===== src/rtl/rv32i_types.sv =====
// ---------------------------------------------------------------------------
// rv32i_types: shared types for the RV32I writeback stage.
//   regfilemux_sel_t : source select for the register-file write value
//   load_funct3_t    : funct3 encodings of the RV32I load instructions
//   memwb_t          : MEM/WB pipeline register contents
// ---------------------------------------------------------------------------
package rv32i_types;

  typedef enum logic [2:0] {
    alu_out  = 3'd0,
    br_en    = 3'd1,
    u_imm    = 3'd2,
    pc_plus4 = 3'd3,
    load     = 3'd4
  } regfilemux_sel_t;

  typedef enum logic [2:0] {
    lb  = 3'b000,
    lh  = 3'b001,
    lw  = 3'b010,
    lbu = 3'b100,
    lhu = 3'b101
  } load_funct3_t;

  // Select and funct3 are kept as raw bits so that out-of-range encodings
  // arriving from upstream are carried through without an enum cast.
  typedef struct packed {
    logic        valid;
    logic        load_regfile;
    logic [2:0]  regfilemux_sel;
    logic [4:0]  rd;
    logic [2:0]  funct3;
    logic [31:0] alu_out;
    logic        br_en;
    logic [31:0] u_imm;
    logic [31:0] pc;
    logic [31:0] data;
  } memwb_t;

endpackage


===== src/rtl/load_align.sv =====
// ---------------------------------------------------------------------------
// load_align: extracts the addressed byte/halfword of a memory word and
// sign- or zero-extends it according to the load funct3.
// Ports:
//   funct3_i [2:0]  load width/sign
//   offset_i [1:0]  byte offset within the word (address bits [1:0])
//   data_i   [31:0] aligned memory word
//   value_o  [31:0] extended load result (data_i unchanged for lw/unknown)
// ---------------------------------------------------------------------------
module load_align
  import rv32i_types::*;
(
  input  logic [2:0]  funct3_i,
  input  logic [1:0]  offset_i,
  input  logic [31:0] data_i,
  output logic [31:0] value_o
);

  logic [7:0]  byte_sel;
  logic [15:0] half_sel;

  always_comb begin
    byte_sel = '0;
    case (offset_i)
      2'd0:    byte_sel = data_i[7:0];
      2'd1:    byte_sel = data_i[15:8];
      2'd2:    byte_sel = data_i[23:16];
      default: byte_sel = data_i[31:24];
    endcase
  end

  // Halfword select uses only offset bit 1; a misaligned bit 0 is ignored.
  assign half_sel = offset_i[1] ? data_i[31:16] : data_i[15:0];

  always_comb begin
    value_o = data_i;
    case (funct3_i)
      lb:      value_o = {{24{byte_sel[7]}}, byte_sel};
      lbu:     value_o = {24'b0, byte_sel};
      lh:      value_o = {{16{half_sel[15]}}, half_sel};
      lhu:     value_o = {16'b0, half_sel};
      default: value_o = data_i;
    endcase
  end

endmodule


===== src/rtl/wb_stage.sv =====
// ---------------------------------------------------------------------------
// wb_stage: RV32I writeback stage. Holds the MEM/WB pipeline register,
// selects the register-file write value, drives the register-file write
// port and the execute-stage bypass.
// Optional feature: define WB_INSTRET_EN to add the 64-bit instret counter.
// Ports:
//   clk, rst                  clock, synchronous active-high reset
//   stall, flush              hold / invalidate the MEM/WB register
//   in_*                      MEM-stage instruction fields
//   data_value                aligned memory word for loads
//   rf_load, rf_rd, rf_wdata  register-file write port
//   fwd_valid, fwd_rd, fwd_data  bypass (mirrors the write port)
//   instret                   retired count (WB_INSTRET_EN only)
// ---------------------------------------------------------------------------
module wb_stage
  import rv32i_types::*;
(
  input  logic        clk,
  input  logic        rst,
  input  logic        stall,
  input  logic        flush,
  input  logic        in_valid,
  input  logic        in_load_regfile,
  input  logic [2:0]  in_regfilemux_sel,
  input  logic [4:0]  in_rd,
  input  logic [2:0]  in_funct3,
  input  logic [31:0] in_alu_out,
  input  logic        in_br_en,
  input  logic [31:0] in_u_imm,
  input  logic [31:0] in_pc,
  input  logic [31:0] data_value,
  output logic        rf_load,
  output logic [4:0]  rf_rd,
  output logic [31:0] rf_wdata,
  output logic        fwd_valid,
  output logic [4:0]  fwd_rd,
  output logic [31:0] fwd_data
`ifdef WB_INSTRET_EN
  ,
  output logic [63:0] instret
`endif
);

  memwb_t      memwb_q, memwb_d;
  logic [31:0] load_value;
  logic [31:0] wdata;
  logic        wr_en;

  // Flush takes priority over stall; other fields simply hold on flush.
  always_comb begin
    memwb_d = memwb_q;
    if (flush) begin
      memwb_d.valid = 1'b0;
    end else if (!stall) begin
      memwb_d.valid          = in_valid;
      memwb_d.load_regfile   = in_load_regfile;
      memwb_d.regfilemux_sel = in_regfilemux_sel;
      memwb_d.rd             = in_rd;
      memwb_d.funct3         = in_funct3;
      memwb_d.alu_out        = in_alu_out;
      memwb_d.br_en          = in_br_en;
      memwb_d.u_imm          = in_u_imm;
      memwb_d.pc             = in_pc;
      memwb_d.data           = data_value;
    end
  end

  always_ff @(posedge clk) begin
    if (rst) begin
      memwb_q <= '0;
    end else begin
      memwb_q <= memwb_d;
    end
  end

  load_align u_load_align (
    .funct3_i (memwb_q.funct3),
    .offset_i (memwb_q.alu_out[1:0]),
    .data_i   (memwb_q.data),
    .value_o  (load_value)
  );

  always_comb begin
    wdata = memwb_q.alu_out;
    case (memwb_q.regfilemux_sel)
      alu_out:  wdata = memwb_q.alu_out;
      br_en:    wdata = {31'b0, memwb_q.br_en};
      u_imm:    wdata = memwb_q.u_imm;
      pc_plus4: wdata = memwb_q.pc + 32'd4;
      load:     wdata = load_value;
      default:  wdata = memwb_q.alu_out;
    endcase
  end

  // x0 is hard-wired zero: never written, never forwarded.
  assign wr_en     = memwb_q.valid & memwb_q.load_regfile & (memwb_q.rd != '0);

  assign rf_load   = wr_en;
  assign rf_rd     = memwb_q.rd;
  assign rf_wdata  = wdata;
  assign fwd_valid = wr_en;
  assign fwd_rd    = memwb_q.rd;
  assign fwd_data  = wdata;

`ifdef WB_INSTRET_EN
  logic [63:0] instret_q, instret_d;

  // An instruction retires on the edge where it leaves the stage.
  always_comb begin
    instret_d = instret_q;
    if (memwb_q.valid && !stall) begin
      instret_d = instret_q + 64'd1;
    end
  end

  always_ff @(posedge clk) begin
    if (rst) begin
      instret_q <= '0;
    end else begin
      instret_q <= instret_d;
    end
  end

  assign instret = instret_q;
`endif

endmodule

===== config.mk =====
export PLATFORM = sky130hd
export DESIGN_NAME = wb_stage
export DESIGN_NICKNAME = d
export VERILOG_FILES = /design/src/rtl/rv32i_types.sv /design/src/rtl/load_align.sv /design/src/rtl/wb_stage.sv
export SDC_FILE = /design/constraint.sdc
export NUM_CORES = 1
export LEC_CHECK = 0
export ABC_AREA = 0
export CORE_ASPECT_RATIO = 0.8
export CORE_MARGIN = 2
export CORE_UTILIZATION = 57
export CTS_BUF_LIST = sky130_fd_sc_hd__clkbuf_8
export DETAILED_ROUTE_END_ITERATION = 10
export DONT_BUFFER_PORTS = 1
export PLACE_DENSITY_LB_ADDON = 0.3
export RECOVER_POWER = 100
export SLEW_MARGIN = 20
export SYNTH_ARGS = -nofsm -noshare
export SYNTH_HDL_FRONTEND = slang
export SYNTH_SLANG_ARGS = --single-unit

===== constraint.sdc =====
create_clock -name clk -period 2.3 [get_ports clk]
set_input_delay 0 -clock clk [delete_from_list [all_inputs] [get_ports clk]]
set_output_delay 0 -clock clk [all_outputs]
set_load 0.005 [all_outputs]

After elaboration in Yosys (flattened, before gate mapping)
Cells that the tools add are included.
Storage, ports and cells
  register bits after elaboration: 142
  output and inout port bits: 76
  logic and storage cells: 33
Cells by class
  $add $sub $neg: 1
  equal/unequal tests: 9
  multiplexer cells: 4
  bitwise operators: 4
  reduce and logical (&&, ||, !) cells: 5
Operator list (number)
  $pmux W32 S4: 2
  $add A32 B3 Y32 const B: 1
  $pmux W8 S3: 1
  $mux W16: 1
  $eq A3 B3 Y1 const B: 3
  $eq A3 B1 Y1 const B: 2
  $eq A3 B2 Y1 const B: 2
  $reduce_bool A5 Y1: 1
  $logic_not A3 Y1: 1
  $and A1 B1 Y1: 2
  $eq A2 B1 Y1 const B: 1
  $eq A2 B2 Y1 const B: 1
  $logic_not A2 Y1: 1
  $not A1 Y1: 2
  $reduce_and A2 Y1: 1
  $reduce_or A2 Y1: 1

Logic depth before layout (Yosys ltp)
Gate-level depths: netlist of the first run.
  depth after elaboration: 4
  gate-level depth with buffers: 8
  gate-level depth less buffers: 6

Hierarchy
From an unflattened synthesis of the first run, not the netlist that was laid out.
Unflattened totals
  cells, all modules: 1094
  area total of the unflattened synthesis: 7933.9 um2
Modules (own cells, without submodules)
  wb_stage: instances 1, cells each 961, area each 6964.2 um2, seq. area each 2842.7 um2
  load_align: instances 1, cells each 133, area each 969.7 um2, seq. area each 0.0 um2

Least setup slack after synthesis of the first run
OpenSTA, ideal clock, no wires.
  path kind: register to output
  from: reg memwb_q[97] (netlist bit)
  to: out rf_wdata[9]
  arrival time: 1826 ps
  data required time: 2300 ps
  path slack: 474 ps
  cell stages (with the launch flop): 7
  cell sequence: dfxtp_1 -> mux4_2 -> nor2b_4 -> o311ai_4 -> a221oi_2 -> a211o_1 -> buf_4
On the way
  cells in the longest elaborated chain, start to end: 4
Ends and longest elaborated chain
  start: declaration: RTL line wb_stage.sv:44  | memwb_t memwb_q, memwb_d;
  start signal: assignment: RTL line wb_stage.sv:72  | memwb_q <= memwb_d;
  $eq A2 B2 Y1, or another cell as far along: RTL line load_align.sv:24  | case (offset_i)
  $pmux W8 S3 *: RTL line load_align.sv:24
  $pmux W32 S4 *: RTL line load_align.sv:37  | case (funct3_i)
  $pmux W32 S4 *: RTL line wb_stage.sv:85  | case (memwb_q.regfilemux_sel)
  end: declaration: RTL line wb_stage.sv:34  | output logic [31:0] rf_wdata,
Mark *: on every way between the ends. The rest lies on a longest branch, timed or not.

Worst setup path after layout of the first run
  from: reg memwb_q[35] (netlist bit)
  to: out fwd_data[10]
On the way
  cells in the longest elaborated chain, start to end: 2
Ends and longest elaborated chain
  $add A32 B3 Y32: RTL line wb_stage.sv:89  | pc_plus4: wdata = memwb_q.pc + 32'd4;
  $pmux W32 S4: RTL line wb_stage.sv:85
  end: declaration: RTL line wb_stage.sv:37  | output logic [31:0] fwd_data
Every way passes these cells.

==> flow_summary_export.csv, run 1 <==
group,metric,value,unit
synth,ys.flop_type,"dfxtp_1",
worst_setup_path,crit_path_end_kind,"primary output",
sta,hold-worst-slack,-0.004862,ns
cells_and_area,antennaDiodeCount,0,
worst_setup_path,crit_type,"flip-flop to primary output",
global_route,overflow,0,
synth,synth_seq_cells,142,
sta,slew_headroom,0.05065,
sta,finClkSkew,0,ns
pwr,leakage,3.466,nW
cts,cts.sinks,142,
sta,slew_viol_final,0,
status,violations,"hold timing, setup timing",
floorplanning,initial_core_util,0.5927,
route,num_vias,7806,
floorplanning,die_area,13760,um2
pwr,intPower,4.116,mW
global_route,grt_use_met1,0.4895,
synth,synthesis.nets,1149,
placement,io_buffers,0,
floorplanning,die_h,105.3,um
cells_and_area,fin_util,0.7721,
pwr,combPwrFrac,0.162,
placement,postPlaceCellArea,7194,um2
pwr,clkPwrFrac,0.378,
cts,cts-root-buf,"clkbuf_8",
worst_hold_path,hp-class,"input pin to flip-flop",
synth,yosys_warnings,0,
sta,tightest_slew,1.424,ns
route,dr.first_iter.drc_count,1047,
sta,fmax,429.1,MHz
sta,finalSetupViolations,6,
global_route,use_met2,0.5744,
global_route,first_global_vias,7312,
sta,fin_crit_sh,1.013,
cells_and_area,design_area,9529,um2
route,dr.pass1.iters,6,
global_route,antenna_found_initial,0,
synth,postSynthAreaPerCell,7.300,um2
cells_and_area,fin_nets,1246,
route,route.detailed.drc,0,
pwr,switchingPower,1.755,mW
placement,dp_slack,0.2307,ns
cells_and_area,area_delta_synth_final,30.28,%
route,wirelength,25990,um
synth,synth_enable_flop_cells,0,
synth,netlist_instances,1002,
global_route,grt_pass1_wl,38650,um
global_route,grt_max_degree,142,
worst_setup_path,start_kind,"flip-flop",
flow_run,maxCapViolCount,0,
cts,clk_path_buf_depth,2,
sta,rsz0062_at_grt,"true",
floorplanning,num_rows,36,
synth,async_reset_ff_frac,0,
placement,place_hpwl,15850,um
pwr,seqPwrFrac,0.460,
global_route,grt.busiest_layer,"met2",
route,wl_per_cell,20.26,um
route,antenna_left,0,
cts,cts.clk_slew.worst_paths,0.09,ns
cells_and_area,drive_gt1_frac,0.1349,
route,vias_per_cell,6.084,
sta,hold_violations,1,
cts,h-tree-depth,4,
worst_setup_path,required,2.30,ns
global_route,gr-usage-met3,0.09645,
synth,netlist_area,7315,um2
global_route,grt_usage,0.3636,
status,status,"complete, but fails checks",
pwr,switching_share,0.2989,
pwr,power.density,616.1,nW/um2
sta,setup_ws,-0.03036,ns
sta,fin_crit,2.330,ns
floorplanning,core,12340,um2
placement,place.gp.congestion,0.9496,
floorplanning,ios,222,
worst_setup_path,cp.arrival,2.33,ns
cts,cts_made_buffers,17,
floorplanning,die_x,130.7,um
worst_setup_path,path_max_fanout,3,
pwr,irDropWorstVdd,0.0004517,V
cts,clk_latency,0.45,ns
cells_and_area,layout_common_cells,"nand2_1, a21oi_1, dlygate4sd3_1",
cts,tritoncts,"built",
cells_and_area,final_common_cell,"nand2_1",
synth,yosysSeqAreaShare,0.3886,
synth,yosysUniqueCellTypes,58,
## final timing paths
check / end / cells past startpoint / slack (ns) / start
max: fwd_data[10] / 9 / -0.03 / memwb_q[35]$_SDFFE_PP0P_
min: memwb_q[25]$_SDFFE_PP0P_ / 2 / -0.005 / rst
max reg2reg: memwb_q[97]$_SDFFE_PP0P_ / 4 / 0.95 / memwb_q[97]$_SDFFE_PP0P_
min reg2reg: memwb_q[61]$_SDFFE_PP0P_ / 2 / 0.46 / memwb_q[61]$_SDFFE_PP0P_
## power groups by stage
stage / Combinational, mW / Sequential [mW] / Clock [mW]
after detailed placement: 0.625 / 2.74 / 0
final: 0.953 / 2.70 / 2.22
after floorplan: 0.568 / 2.69 / 0
after global placement: 0.618 / 2.74 / 0
after global routing: 1.03 / 2.71 / 2.34
after CTS: 0.881 / 2.69 / 2.22
## cells in the mapped netlist (3+ instances only)
master,count,area [um2]
a21oi_1,174,870.8
a221o_1,4,40.04
a222oi_1,3,30.03
a22oi_1,6,45.04
a311oi_1,4,35.03
a31oi_1,7,43.79
and3_1,4,25.02
and4_1,3,26.28
buf_1,3,11.26
buf_2,9,45.04
buf_4,43,322.8
clkbuf_1,62,232.7
dfxtp_1,142,2843
inv_1,18,67.56
mux2i_1,15,150.1
nand2_1,309,1160
nand3_1,17,85.08
nand4_1,11,68.82
nor2_1,27,101.4
nor3_1,10,50.05
nor3b_1,6,45.04
nor4_1,3,18.77
o21ai_0,18,90.09
o221ai_1,10,87.58
o22ai_1,20,125.1
o32ai_1,6,52.55
or2_2,3,18.77
or3_1,3,18.77
xnor2_1,15,131.4
xor2_1,12,105.1
## metrics by stage
step / TNS [ns] / hold WS (ns) / total power, mW / cells
2_1_floorplan: 0 / 0.07931 / 3.262 / 1002
3_3_place_gp: 0 / 0.08104 / 3.359 / 1090
3_5_place_dp: 0 / 0.08227 / 3.369 / 1090
4_1_cts: -0.09972 / 0.006992 / 5.789 / 1276
5_1_grt: -2.474 / 0.02370 / 6.080 / 1283
6_report: -0.1012 / -0.004862 / 5.871 / 1283
## metal layers
layer,vias to the layer above,share of wire,routed length (um)
li1,3592,-,-
met1,3639,0.40,10300
met2,505,0.46,12080
met3,70,0.12,3027
met4,0,0.022,576
met5,-,0,0
## timing repair
| action | CTS | global route |
|---|---|---|
| pin swaps | 12 | 18 |
| resized for setup | 37 | 44 |
| hold buffers | 144 | 0 |
| setup endpoints to repair | 50 | 60 |
| setup buffers | 10 | 7 |
| endpoints found under the hold margin | 142 | 0 |
## cells by family after synthesis
kind of cell | after synthesis | synth area share
DFF | 142 | 0.3886
buffers and inverters | 135 | 0.09288
AOI/OAI and AO/OA | 270 | 0.2181
muxes | 18 | 0.02874
and+or+nand+nor | 407 | 0.2349
adders and majority gates | 3 | 0.004447
xor gates and xnor gates | 27 | 0.03233
## state kept, by name, indices dropped and copies added (netlist names)
register and count:
memwb_q 137, fwd_rd 5
## worst max-delay path, stage by stage, from the launching register on
cell and delay, ns:
dfxtp_2 0.37, ha_4 0.15, and4_4 0.24, buf_4 0.11, nand4_1 0.13, xnor2_2 0.18
a222oi_1 0.31, buf_4 0.19, o21ai_2 0.07, buf_6 0.13
## cell type report
class	instances	area [um2]
multi-input combinational	725	4081
sequential	142	2883
inverter	18	67.56
timing repair buffer	195	1847
tap	171	214.0
clock buffer	17	234.0
clock inverter	15	202.7
fill	837	2813
No activity file was read; power rests on OpenSTA's default activity.
==> run 2, diff against run 1 <==
==> constraint.sdc (replaced) <==
create_clock -name clk -period 2.3 [get_ports clk]
set_input_delay 0.23 -clock clk [delete_from_list [all_inputs] [get_ports clk]]
set_output_delay 0.23 -clock clk [all_outputs]
set_load 0.005 [all_outputs]
==> run 2 against run 1 <==
The flow finishes with violations (capacitance limit, slew limit, setup timing). Maximum frequency shrank 6.4%. Highest routed layer unchanged. Setup slack lost 0.16 ns. First-iteration DRC count grew 26%.
==> flow_summary_export.csv, run 2 (synthesized netlist as in run 1, its figures left out) <==
group,metric,value,unit
status,status,"complete, but fails checks",
status,violations,"capacitance limit, slew limit, setup timing",
worst_setup_path,rrSetupSlack,0.75,ns
worst_setup_path,cp.arrival,2.26,ns
worst_setup_path,start_kind,"flip-flop",
route,route.detailed.drc,0,
cells_and_area,design_area,10320,um2
floorplanning,initial_core_util,0.5927,
cells_and_area,area_delta_synth_final,41.09,%
pwr,combPwrFrac,0.193,
pwr,power.density,568.7,nW/um2
global_route,antenna_found_initial,1,
floorplanning,num_rows,36,
sta,fmax,401.8,MHz
cts,cts_made_buffers,17,
cts,cts.clk_slew.worst_paths,0.08,ns
sta,slew_headroom,-0.04172,
global_route,overflow,0,
route,antenna_left,0,
cts,h-tree-depth,4,
floorplanning,core,12340,um2
worst_hold_path,hp-class,"input pin to flip-flop",
pwr,switchingPower,1.755,mW
cells_and_area,fillers,690,
pwr,irDropWorstVdd,0.0005065,V
worst_setup_path,crit_chain,"mux4_2 -> nor2b_4 -> o311ai_4 -> buf_6 -> a221oi_4 -> a211o_1",
route,vias_per_cell,6.399,
route,wirelength,29180,um
pwr,leakage,3.775,nW
placement,postPlaceCellArea,7337,um2
worst_setup_path,slowest_delay,0.51,ns
sta,setup_ws,-0.1890,ns
sta,hold_violations,0,
route,dr.first_iter.drc_count,1321,
worst_setup_path,critPathBufInv,1,
route,dr.pass1.iters,6,
cells_and_area,regMostFlops,"memwb_q",
sta,finalSetupViolations,60,
pwr,finalPower,5.868,mW
sta,tightest_slew,1.563,ns
pwr,switching_share,0.2991,
placement,io_buffers,0,
global_route,first_global_vias,7528,
cells_and_area,final_common_cell,"nand2_1",
global_route,grt_usage,0.3744,
cts,cts.sinks,142,
route,wl_per_cell,22.07,um
sta,slew_viol_final,142,
worst_setup_path,critical-path-top-delay-family,"compound AO/OA/AOI/OAI gates",
cts,tritoncts,"built",
worst_setup_path,crit_slowest_cell,"mux4_2",
sta,rsz0062_at_grt,"true",
floorplanning,die_x,130.7,um
global_route,grt_pass1_wl,39650,um
worst_setup_path,required,2.07,ns
flow_run,maxCapViolCount,1,
floorplanning,ios,222,
cells_and_area,largest_reg_flops,137,
pwr,clkPwrFrac,0.348,
cts,clk_latency,0.46,ns
global_route,grt_max_degree,142,
cts,cts-root-buf,"clkbuf_8",
placement,place.gp.congestion,0.9670,
placement,place_hpwl,16040,um
cts,clk_path_buf_depth,2,
sta,fin_crit_sh,1.082,
sta,finClkSkew,0,ns
worst_setup_path,path_max_fanout,2,
sta,fin_crit,2.489,ns
worst_setup_path,crit_path_end_kind,"primary output",
pwr,intPower,4.113,mW
worst_setup_path,crit_type,"flip-flop to primary output",
cells_and_area,layout_common_cells,"nand2_1, a21oi_1, dlygate4sd3_1",
cells_and_area,drive_gt1_frac,0.2094,
cells_and_area,fin_nets,1286,
cells_and_area,antennaDiodeCount,0,
route,num_vias,8460,
pwr,seqPwrFrac,0.459,
floorplanning,die_area,13760,um2
floorplanning,die_h,105.3,um
-- run 2: cell count changes in the layout (fill, tap and decap cells not counted), moves of 4 or more --
| cell | before | now |
|---|---|---|
| buf_6 | 3 | 16 |
| nand3_1 | 15 | 11 |
| dfxtp_4 | 7 | 12 |
| nor3_1 | 9 | 4 |
| inv_8 | 4 | 0 |
| clkbuf_2 | 6 | 0 |
| nor3b_1 | 5 | 1 |
| dfxtp_1 | 124 | 117 |
| o22ai_1 | 19 | 15 |
| a21oi_1 | 174 | 166 |
| a21oi_2 | 0 | 7 |
| buf_4 | 38 | 70 |
| o21ai_0 | 17 | 12 |
-- run 2: timing repair --
item	4_1_cts	5_1_grt
gates resized for setup	110	72
hold endpoints to repair	142	0
setup endpoints to repair	64	64
setup buffers	21	18
pin swaps	28	41
hold buffers	143	0
gates cloned	1	0
-- run 2: layout make-up --
cell class / instances / area (um2) / share of cell area
clock buffers: 19 / 261.5 / 0.02534
clock inverters: 12 / 137.6 / 0.01334
inverters: 18 / 67.56 / 0.006547
multi-input cells: 725 / 4483 / 0.4344
flip-flops and latches: 142 / 2904 / 0.2814
well taps: 171 / 214.0 / 0.02073
repair buffers: 235 / 2252 / 0.2182
-- run 2: worst paths after layout --
path                             start                        end  depth (start not counted)
max reg2reg  memwb_q[137]$_SDFFE_PP0P_  memwb_q[137]$_SDFFE_PP0P_                          4
min reg2reg   memwb_q[77]$_SDFFE_PP0P_   memwb_q[77]$_SDFFE_PP0P_                          2
max           memwb_q[97]$_SDFFE_PP0P_                fwd_data[9]                          6
min                        in_u_imm[0]   memwb_q[64]$_SDFFE_PP0P_                          2
-- run 2: per-stage QoR --
| step | cells | hold slack (ns) | setup slack, ns | utilization | TNS [ns] |
|---|---|---|---|---|---|
| 5_1_grt | 1322 | 0.08068 | -0.2689 | 0.8362 | -10.86 |
| 3_3_place_gp | 1109 | 0.3150 | 0.1497 | 0.5945 | 0 |
| 6_report | 1322 | 0.09243 | -0.1890 | 0.8362 | -6.967 |
| 2_1_floorplan | 1002 | 0.3093 | 0.2437 | - | 0 |
| 4_1_cts | 1304 | 0.01260 | -0.1823 | 0.7982 | -2.439 |
| 3_5_place_dp | 1109 | 0.3176 | 0.1044 | 0.5945 | 0 |
-- run 2: layer usage --
layer,up-vias,wire [um],GRT usage,part of all wire
met1,3898,10730,0.4940,0.37
met2,754,13420,0.6075,0.46
met3,137,3700,0.08832,0.13
li1,3671,-,-,-
met5,-,0,0,0
met4,0,1329,0.1132,0.046
-- run 2: power groups by stage --
stage / clock (mW) / combinational (mW) / sequential [mW]
after floorplan: 0 / 0.568 / 2.69
after global routing: 2.15 / 1.20 / 2.70
after global placement: 0 / 0.649 / 2.73
after detailed placement: 0 / 0.659 / 2.73
final: 2.04 / 1.13 / 2.69
after CTS: 2.03 / 0.989 / 2.68
==> run 3, diff against run 2 <==
REMOVE_ABC_BUFFERS = 1   (was default)
==> run 3 against run 2 <==
Hold slack gained 0.12 ns. Clock skew is the same. Utilization shrank 1.0 points. Critical path type unchanged. Power shrank 3.7%. Setup slack lost 0.053 ns. Combinational power shrank 4%. The run ends with setup timing left. Routed wire length shrank 4.2%. Highest routed layer unchanged.
==> flow_summary_export.csv, run 3 (synthesized netlist as in run 1, its figures left out) <==
group,metric,value,unit
status,status,"complete, but fails checks",
status,violations,"setup timing",
cells_and_area,fin_util,0.8259,
worst_setup_path,required,2.07,ns
placement,place_hpwl,15510,um
worst_setup_path,crit_chain,"mux4_2 -> nor2b_4 -> o311ai_4 -> buf_6 -> a221oi_2 -> a211o_1",
worst_setup_path,start_kind,"flip-flop",
sta,finalSetupViolations,62,
worst_setup_path,crit_cells,6,
placement,place.gp.congestion,0.9212,
cells_and_area,largest_reg_flops,137,
route,route.detailed.drc,0,
floorplanning,die_x,130.7,um
global_route,antenna_found_initial,0,
floorplanning,core,12340,um2
sta,setup_ws,-0.2418,ns
placement,dp_cells,1113,
worst_setup_path,critical-path-top-delay-family,"compound AO/OA/AOI/OAI gates",
cts,tritoncts,"built",
pwr,leakage,3.799,nW
worst_setup_path,slowest_delay,0.55,ns
sta,finClkSkew,0,ns
worst_setup_path,cp.arrival,2.31,ns
route,dr.pass1.iters,7,
cells_and_area,layout_common_cells,"nand2_1, a21oi_1, dlygate4sd3_1",
flow_run,maxCapViolCount,0,
worst_setup_path,crit_path_end_kind,"primary output",
global_route,grt_usage,0.3809,
cells_and_area,fin_nets,1294,
worst_hold_path,holdPathStages,2,
worst_setup_path,crit_type,"flip-flop to primary output",
floorplanning,die_h,105.3,um
global_route,first_global_vias,7818,
cells_and_area,final_common_cell,"nand2_1",
sta,slew_headroom,0.04835,
sta,hold-worst-slack,0.2146,ns
sta,rsz0062_at_grt,"true",
floorplanning,num_rows,36,
floorplanning,initial_core_util,0.5927,
cts,cts-root-buf,"clkbuf_8",
cells_and_area,antennaDiodeCount,0,
floorplanning,die_area,13760,um2
sta,tightest_slew,1.427,ns
worst_setup_path,crit_slowest_cell,"mux4_2",
sta,fin_crit_sh,1.105,
global_route,overflow,0,
sta,fin_crit,2.542,ns
global_route,grt_max_degree,113,
global_route,grt_pass1_wl,40400,um
cells_and_area,area_delta_synth_final,39.36,%
cts,cts.sinks,142,
route,vias_per_cell,6.176,
sta,fmax,393.4,MHz
sta,fin_setup_tns,-7.498,ns
worst_setup_path,critPathBufInv,1,
cts,clk_path_buf_depth,2,
pwr,power.density,554.4,nW/um2
route,num_vias,8220,
cells_and_area,regMostFlops,"memwb_q",
worst_setup_path,path_max_fanout,5,
route,wl_per_cell,21.01,um
cts,clk_latency,0.46,ns
route,wirelength,27970,um
cts,h-tree-depth,4,
cts,cts_made_buffers,17,
floorplanning,ios,222,
worst_hold_path,hp-class,"input pin to flip-flop",
cells_and_area,finalNonFillerCells,1331,
cts,cts.clk_slew.worst_paths,0.09,ns
pwr,irDropWorstVdd,0.0003856,V
placement,io_buffers,0,
sta,slew_viol_final,0,
worst_setup_path,r2r_cells,4,
route,antenna_left,0,
pwr,finalPower,5.652,mW
sta,hold_violations,0,
cells_and_area,drive_gt1_frac,0.2103,
route,dr.first_iter.drc_count,1039,
run 3: cell count changes in the layout (fill, tap and decap cells not counted), sizes merged:
cell,delta
buf,+5
clkinvlp,+3
clkdlybuf4s15,+1
dlygate4sd3,+1
bufinv,-2
inv,-1
clkbuf,+2
run 3: worst register-to-register path: stages (launching register included):
cell	delay, ns
dfxtp_2	0.36
buf_4	0.15
nand2_1	0.06
a21oi_1	0.14
dlygate4sd3_1	0.56
run 3: cell type report:
| class | instances | area [um2] |
|---|---|---|
| Clock buffer | 20 | 275.3 |
| Clock inverter | 12 | 85.08 |
| Fill cell | 721 | 2148 |
| Inverter | 18 | 71.32 |
| Multi-Input combinational cell | 725 | 4320 |
| Sequential cell | 142 | 2895 |
| Tap cell | 171 | 214.0 |
| Timing Repair Buffer | 243 | 2332 |
run 3: per-stage QoR:
stage                     area, um2  worst slack, ns
after floorplan                6703           -2.565
after global placement         7392         0.009797
after detailed placement       7392         -0.02691
after CTS                      9727          -0.2077
after global routing          10190          -0.2981
final                         10190          -0.2418
run 3: where the power goes:
group / total, mW / switching [mW] / internal (mW)
Combinational: 1.08 / 0.574 / 0.505
Clock: 1.89 / 1.06 / 0.832
Sequential: 2.69 / 0.116 / 2.57
Total: 5.65 / 1.75 / 3.91
run 3: final timing paths:
| check | start | endpoint | slack, ns |
|---|---|---|---|
| max reg2reg | memwb_q[39]$_SDFFE_PP0P_ | memwb_q[39]$_SDFFE_PP0P_ | 0.97 |
| min | rst | memwb_q[73]$_SDFFE_PP0P_ | 0.21 |
| min reg2reg | memwb_q[64]$_SDFFE_PP0P_ | memwb_q[64]$_SDFFE_PP0P_ | 0.46 |
| max | memwb_q[97]$_SDFFE_PP0P_ | rf_wdata[9] | -0.24 |
run 3: repair_timing:
| item | in CTS | in global routing |
|---|---|---|
| resized for setup | 82 | 71 |
| endpoints found under the hold margin | 142 | 0 |
| hold buffers | 144 | 0 |
| gates cloned | 1 | 1 |
| setup endpoints to repair | 60 | 64 |
| pin swaps | 24 | 31 |
| buffers inserted | 23 | 17 |
run 3: metal layers:
| layer | share of wire | up-vias | routed length (um) | GRT usage |
|---|---|---|---|---|
| met5 | 0 | - | 0 | 0 |
| met4 | 0.039 | 0 | 1092 | 0.1391 |
| met3 | 0.12 | 115 | 3294 | 0.08883 |
| met2 | 0.47 | 599 | 13050 | 0.6246 |
| met1 | 0.38 | 3827 | 10530 | 0.4878 |
| li1 | - | 3679 | - | - |
